===== config.mk =====
export PLATFORM = sky130hd
export DESIGN_NAME = ball_motion
export DESIGN_NICKNAME = d
export VERILOG_FILES = /design/src/rtl/pong_pkg.sv /design/src/rtl/ball_motion.sv
export SDC_FILE = /design/constraint.sdc
export NUM_CORES = 1
export LEC_CHECK = 0
export BUFFER_PORTS_ARGS = -buffer_cell sky130_fd_sc_hd__buf_2
export CORE_ASPECT_RATIO = 1.1
export CORE_MARGIN = 3
export CORE_UTILIZATION = 24
export CTS_BUF_LIST = sky130_fd_sc_hd__clkbuf_2
export CTS_CLUSTER_DIAMETER = 50
export DETAILED_ROUTE_END_ITERATION = 8
export GPL_TIMING_DRIVEN = 1
export HOLD_SLACK_MARGIN = 0.05
export PLACE_DENSITY = 0.53
export SLEW_MARGIN = 40
export SYNTH_ARGS = -nofsm -noshare
export SYNTH_HDL_FRONTEND = slang
export SYNTH_SLANG_ARGS = --single-unit
export TNS_END_PERCENT = 1

===== constraint.sdc =====
create_clock -name clk -period 6.6 [get_ports clk]
set_input_delay 0.99 -clock clk [delete_from_list [all_inputs] [get_ports clk]]
set_output_delay 0.99 -clock clk [all_outputs]
set_load 0.01 [all_outputs]

===== src/rtl/pong_pkg.sv =====
// pong_pkg: screen geometry, ball constants, ball FSM states and frame-tick decode
package pong_pkg;
    localparam logic [9:0] X_MAX        = 10'd639;
    localparam logic [9:0] Y_MAX        = 10'd479;
    localparam logic [9:0] REFRESH_LINE = 10'd481;
    localparam logic [9:0] BALL_SIZE    = 10'd8;
    localparam logic [9:0] BALL_VEL     = 10'd2;
    typedef enum logic [1:0] {WAIT, PLAY, SCORED} ball_state_t;
    function automatic logic refresh_tick(input logic [9:0] x, input logic [9:0] y);
        return (y == REFRESH_LINE) && (x == 10'd0);
    endfunction
endpackage


===== src/rtl/ball_motion.sv =====
// ball_motion: per-frame ball movement, wall/paddle bounces, miss detection and score events
module ball_motion
    import pong_pkg::*;
#(
    parameter logic [9:0] X_START    = 10'd316,
    parameter logic [9:0] Y_START    = 10'd236,
    parameter int         SCORE_HOLD = 60
) (
    input  logic       clk,
    input  logic       reset,
    input  logic [9:0] x,
    input  logic [9:0] y,
    input  logic [9:0] pad1_t,
    input  logic [9:0] pad1_b,
    input  logic [9:0] pad1_l,
    input  logic [9:0] pad1_r,
    input  logic [9:0] pad2_t,
    input  logic [9:0] pad2_b,
    input  logic [9:0] pad2_l,
    input  logic [9:0] pad2_r,
    input  logic       serve,
    output logic [9:0] ball_l,
    output logic [9:0] ball_r,
    output logic [9:0] ball_t,
    output logic [9:0] ball_b,
    output logic       ball_on,
    output logic       hit_tick,
    output logic       score1_tick,
    output logic       score2_tick,
    output logic       playing
);
    ball_state_t r_state;
    logic [9:0]  r_bx, r_by;
    logic        r_dx_pos, r_dy_pos, r_serve_right;
    logic [5:0]  r_hold;
    logic        r_hit_tick, r_score1_tick, r_score2_tick;
    logic        w_refresh, w_hit_r, w_hit_l, w_hit, w_miss_r, w_miss_l, w_dx_n, w_dy_n;
    logic [9:0]  w_bx_n, w_by_n;

    assign w_refresh = refresh_tick(x, y);
    assign ball_l    = r_bx;
    assign ball_t    = r_by;
    assign ball_r    = r_bx + BALL_SIZE - 10'd1;
    assign ball_b    = r_by + BALL_SIZE - 10'd1;
    assign w_hit_r   = r_dx_pos && pad1_l <= ball_r && ball_r <= pad1_r && ball_b >= pad1_t && ball_t <= pad1_b;
    assign w_hit_l   = !r_dx_pos && pad2_l <= ball_l && ball_l <= pad2_r && ball_b >= pad2_t && ball_t <= pad2_b;
    assign w_hit     = w_hit_r || w_hit_l;
    assign w_miss_r  = r_dx_pos && ball_r >= X_MAX - BALL_VEL;
    assign w_miss_l  = !r_dx_pos && ball_l <= BALL_VEL;
    // Moves use the directions decided in the same tick, so a bounce never lets the ball cross a wall.
    assign w_dy_n    = (ball_t < BALL_VEL) ? 1'b1 : (ball_b > Y_MAX - BALL_VEL) ? 1'b0 : r_dy_pos;
    assign w_dx_n    = w_hit_r ? 1'b0 : w_hit_l ? 1'b1 : r_dx_pos;
    assign w_bx_n    = w_dx_n ? r_bx + BALL_VEL : r_bx - BALL_VEL;
    assign w_by_n    = w_dy_n ? r_by + BALL_VEL : r_by - BALL_VEL;
    assign ball_on   = r_state != SCORED && x >= ball_l && x <= ball_r && y >= ball_t && y <= ball_b;
    assign playing   = r_state == PLAY;
    assign hit_tick    = r_hit_tick;
    assign score1_tick = r_score1_tick;
    assign score2_tick = r_score2_tick;

    always_ff @(posedge clk or posedge reset) begin
        if (reset) begin
            r_state       <= WAIT;
            r_bx          <= X_START;
            r_by          <= Y_START;
            r_dx_pos      <= 1'b1;
            r_dy_pos      <= 1'b0;
            r_serve_right <= 1'b1;
            r_hold        <= 6'd0;
            r_hit_tick    <= 1'b0;
            r_score1_tick <= 1'b0;
            r_score2_tick <= 1'b0;
        end else begin
            r_hit_tick    <= 1'b0;
            r_score1_tick <= 1'b0;
            r_score2_tick <= 1'b0;
            case (r_state)
                WAIT: if (serve) begin
                    r_state  <= PLAY;
                    r_dx_pos <= r_serve_right;
                    r_dy_pos <= 1'b0;
                end
                PLAY: if (w_refresh) begin
                    if (!w_hit && w_miss_r) begin
                        r_score2_tick <= 1'b1;
                        r_serve_right <= 1'b1;
                        r_state       <= SCORED;
                    end else if (!w_hit && w_miss_l) begin
                        r_score1_tick <= 1'b1;
                        r_serve_right <= 1'b0;
                        r_state       <= SCORED;
                    end else begin
                        r_hit_tick <= w_hit;
                        r_dx_pos   <= w_dx_n;
                        r_dy_pos   <= w_dy_n;
                        r_bx       <= w_bx_n;
                        r_by       <= w_by_n;
                    end
                end
                SCORED: if (w_refresh) begin
                    if (r_hold == 6'(SCORE_HOLD - 1)) begin
                        r_state <= WAIT;
                        r_bx    <= X_START;
                        r_by    <= Y_START;
                        r_hold  <= 6'd0;
                    end else
                        r_hold <= r_hold + 6'd1;
                end
                default: r_state <= WAIT;
            endcase
        end
    end
endmodule


==> results_dict.tcl <==
set metrics [dict create \
    final_cell_mix "buf_2 (141), ha_1 (112), inv_1 (97)" \
    p_switching_mw 0.152 \
    finalMaxSlewViolations 0 \
    fin_util_pct 29.9 \
    async_flop_share_pct 100 \
    netlist.top_cell.by_area "ha_1" \
    cts_resized 0 \
    whs_endpoint "r_serve_right" \
    post_cts_buffers 0 \
    synth_cell_types 78 \
    place.port_buffers 141 \
    gp_congestion 0.810 \
    first_pass_iters 4 \
    die-area_sq_um 23600 \
    sw_frac_of_total_pct 34.7 \
    r2r_start "ball_t[1]" \
    end_kind "primary output" \
    drtIter0Drc 355 \
    grt_overflow 0 \
    status "complete, no violations" \
    dpl.hpwl_mm 14.1 \
    grt_pass1_vias 5067 \
    maxCapViolCount 0 \
    setup_viol 0 \
    clkTransAtPathRegs_ns 0.22 \
    htreeDepth 2 \
    skew_ns 0.0511 \
    min_from "r_serve_right" \
    p_int_mw 0.286 \
    p_per_area_nw_per_um2 69.9 \
    grt_max_degree 33 \
    crit_arrival_ns 4.22 \
    n_fill_cell 2317 \
    antenna_found_initial 1 \
    totalWireLength_mm 17.0 \
    fmax_ghz 0.192 \
    hold_buffers 0 \
    final_layout_size_suffix_gt1_share_pct 23.5 \
    r2r_end "ball_t[9]" \
    io_pins 148 \
    r2r_setup_slack_ns 1.74 \
    fin_crit_sh_pct 78.9 \
    cts_sinks 32 \
    synth_ff_type "dfrtp_1" \
    yosysWarnings 0 \
    mostFrequentLayoutCell "buf_2" \
    synth_top_cell_area_share_pct 26.8 \
    netlist_area_sq_um 5220 \
    ys_ff_latch 32 \
    worstSetupStartpointType "flip-flop" \
    syn_avg_cell_area_sq_um 8.08 \
    synthCells 646 \
    finalHoldViolations 0 \
    row_count 55 \
    ys_seq_area_share_pct 15.6 \
    relSlewSlack_pct 43.7 \
    min_period_ns 5.21 \
    min_path_type "flip-flop to flip-flop" \
    combPwrFrac_pct 31.4 \
    ys_top_cells_by_area "ha_1 (27%), dfrtp_1 (9.6%), inv_1 (7.0%)" \
    reg2reg_depth 13 \
    area.growth.synth_to_final_pct 20.0 \
    worstMarginPinSlew_ns 0.845 \
    final.setup.tns_ns 0 \
    vias 5243 \
    clock_latency_ns 0.41 \
    cp.required_ns 5.61 \
    start_util_pct 24.9 \
    die_w_um 147 \
    clkPwrFrac_pct 23.1 \
    grt_usage_pct 14.0 \
    nNetsFinal 996 \
    cts_root_buf "clkbuf_2" \
    hold_depth 2 \
    post-route-drc-count 0 \
    avgRoutedWirePerCell_um 15.9 \
    synth_edf_count 0 \
    crit_type "flip-flop to primary output" \
    cts_tree "done" \
    dieHeight_um 161 \
    rsz0062_at_grt "no" \
    cts_buffers 5 \
    viasPerCell 4.91 \
    leakage_nw 3.20 \
    coreArea_sq_um 21000 \
    ant_nets 0 \
    grt_first_pass_wirelength_mm 27.2 \
    crit_path_max_fanout 11 \
    ir_drop_uv 37.5 \
    clock_path_buffers 2 \
    seqPwrFrac_pct 45.6 \
]
## synth_stat cells, types with 4 or more instances
cell         n
o22ai_1      8
or2_2        4
nand4_1     18
inv_1       97
nor2_1      28
o21ai_0     43
nor4_1      16
a21o_1      14
a21oi_1     29
nor2b_1      9
a211oi_1     6
clkbuf_1     8
dfrtp_1     20
nor3_1      17
a31oi_1      5
nand2b_1     5
xnor2_1     16
and3_1       4
dfstp_2     12
o211ai_1     7
o21a_1      13
buf_4        6
o32ai_1      4
a32oi_1      5
nand2_1     31
ha_1       112
nand3_1     15
o2111ai_1    5
nor4b_1      4
a211o_1      6
o31ai_1      6
## cell type report
type                       instances  area [sq um]  area share, %
clock buffer                       6          30.0          0.479
sequential                        32           816           13.0
antenna                            1          2.50         0.0399
inverter                          99           372           5.93
tap                              285           357           5.69
timing repair buffer             144           728           11.6
clock inverter                     2          7.51          0.120
multi-input combinational        499          3960           63.1
## power groups by stage
stage                     clock network (mW)  registers [mW]  logic, mW
after global placement                     0           0.203      0.135
after global routing                   0.112           0.200      0.159
after floorplan                            0           0.202     0.0821
after detailed placement                   0           0.203      0.138
after CTS                              0.106           0.200      0.138
final                                  0.101           0.200      0.137
## worst max-delay path, cell delays in order (launching register included)
cell and delay (ns):
dfstp_2 0.74, inv_1 0.21, ha_1 0.33, xnor2_1 0.35
inv_1 0.11, ha_1 0.30, a21o_1 0.16, a21o_1 0.17
a221o_1 0.35, a21o_1 0.19, a21o_1 0.18, o21ai_0 0.14
o21bai_1 0.10, a221oi_1 0.26, buf_2 0.19
## flip-flops by register name (all words and copies together), names as in the netlist
signal and flops:
score1_tick 1, score2_tick 1, r_hold 6, r_dy_pos 1, ball_l 9, r_state 2
ball_t 9, r_serve_right 1, r_dx_pos 1, hit_tick 1
## worst max path at each step
stage,to,start,cells past startpoint
after floorplan,ball_on,ball_l[1],15
after global placement,ball_t[9],ball_t[1],13
after detailed placement,ball_t[9],ball_t[1],13
after CTS,ball_on,ball_l[2],14
after global routing,ball_on,ball_l[2],14
final,ball_on,ball_l[2],14
## cells by family (layout without fill, tap and decap cells)
kind of cell / Yosys count / after routing / synth area share [%]
flip-flops: 32 / 32 / 15.6
XOR/XNOR: 18 / 18 / 3.43
multiplexers: 1 / 1 / 0.192
other: 2 / 5 / 0.144
AND/OR/NAND/NOR: 175 / 175 / 18.8
AO/OA/AOI/OAI: 189 / 189 / 25.8
buffers and inverters: 117 / 251 / 9.18
adder cells (fa/ha/maj): 112 / 112 / 26.8
## stage by stage
stage	power (mW)	std cells	hold slack (ns)	cell area [sq um]	setup slack, ns
CTS	0.445	1067	0.499	6260	1.28
global placement	0.338	1058	0.473	6200	1.80
detailed placement	0.341	1059	0.477	6220	1.74
floorplan	0.284	648	0.452	5230	2.12
global route	0.471	1068	0.531	6270	1.06
finish	0.438	1068	0.498	6270	1.39
## per-layer routing
layer | part of all wire, % | track usage [%] | wire [um] | up-vias
met2 | 48 | 24.0 | 8090 | 155
li1 | - | - | - | 2666
met1 | 47 | 18.8 | 7920 | 2412
met3 | 5.0 | 2.31 | 853 | 10
met5 | 0 | 0 | 0 | -
met4 | 0.80 | 2.65 | 136 | 0
Power figures use the tool's default switching activity.
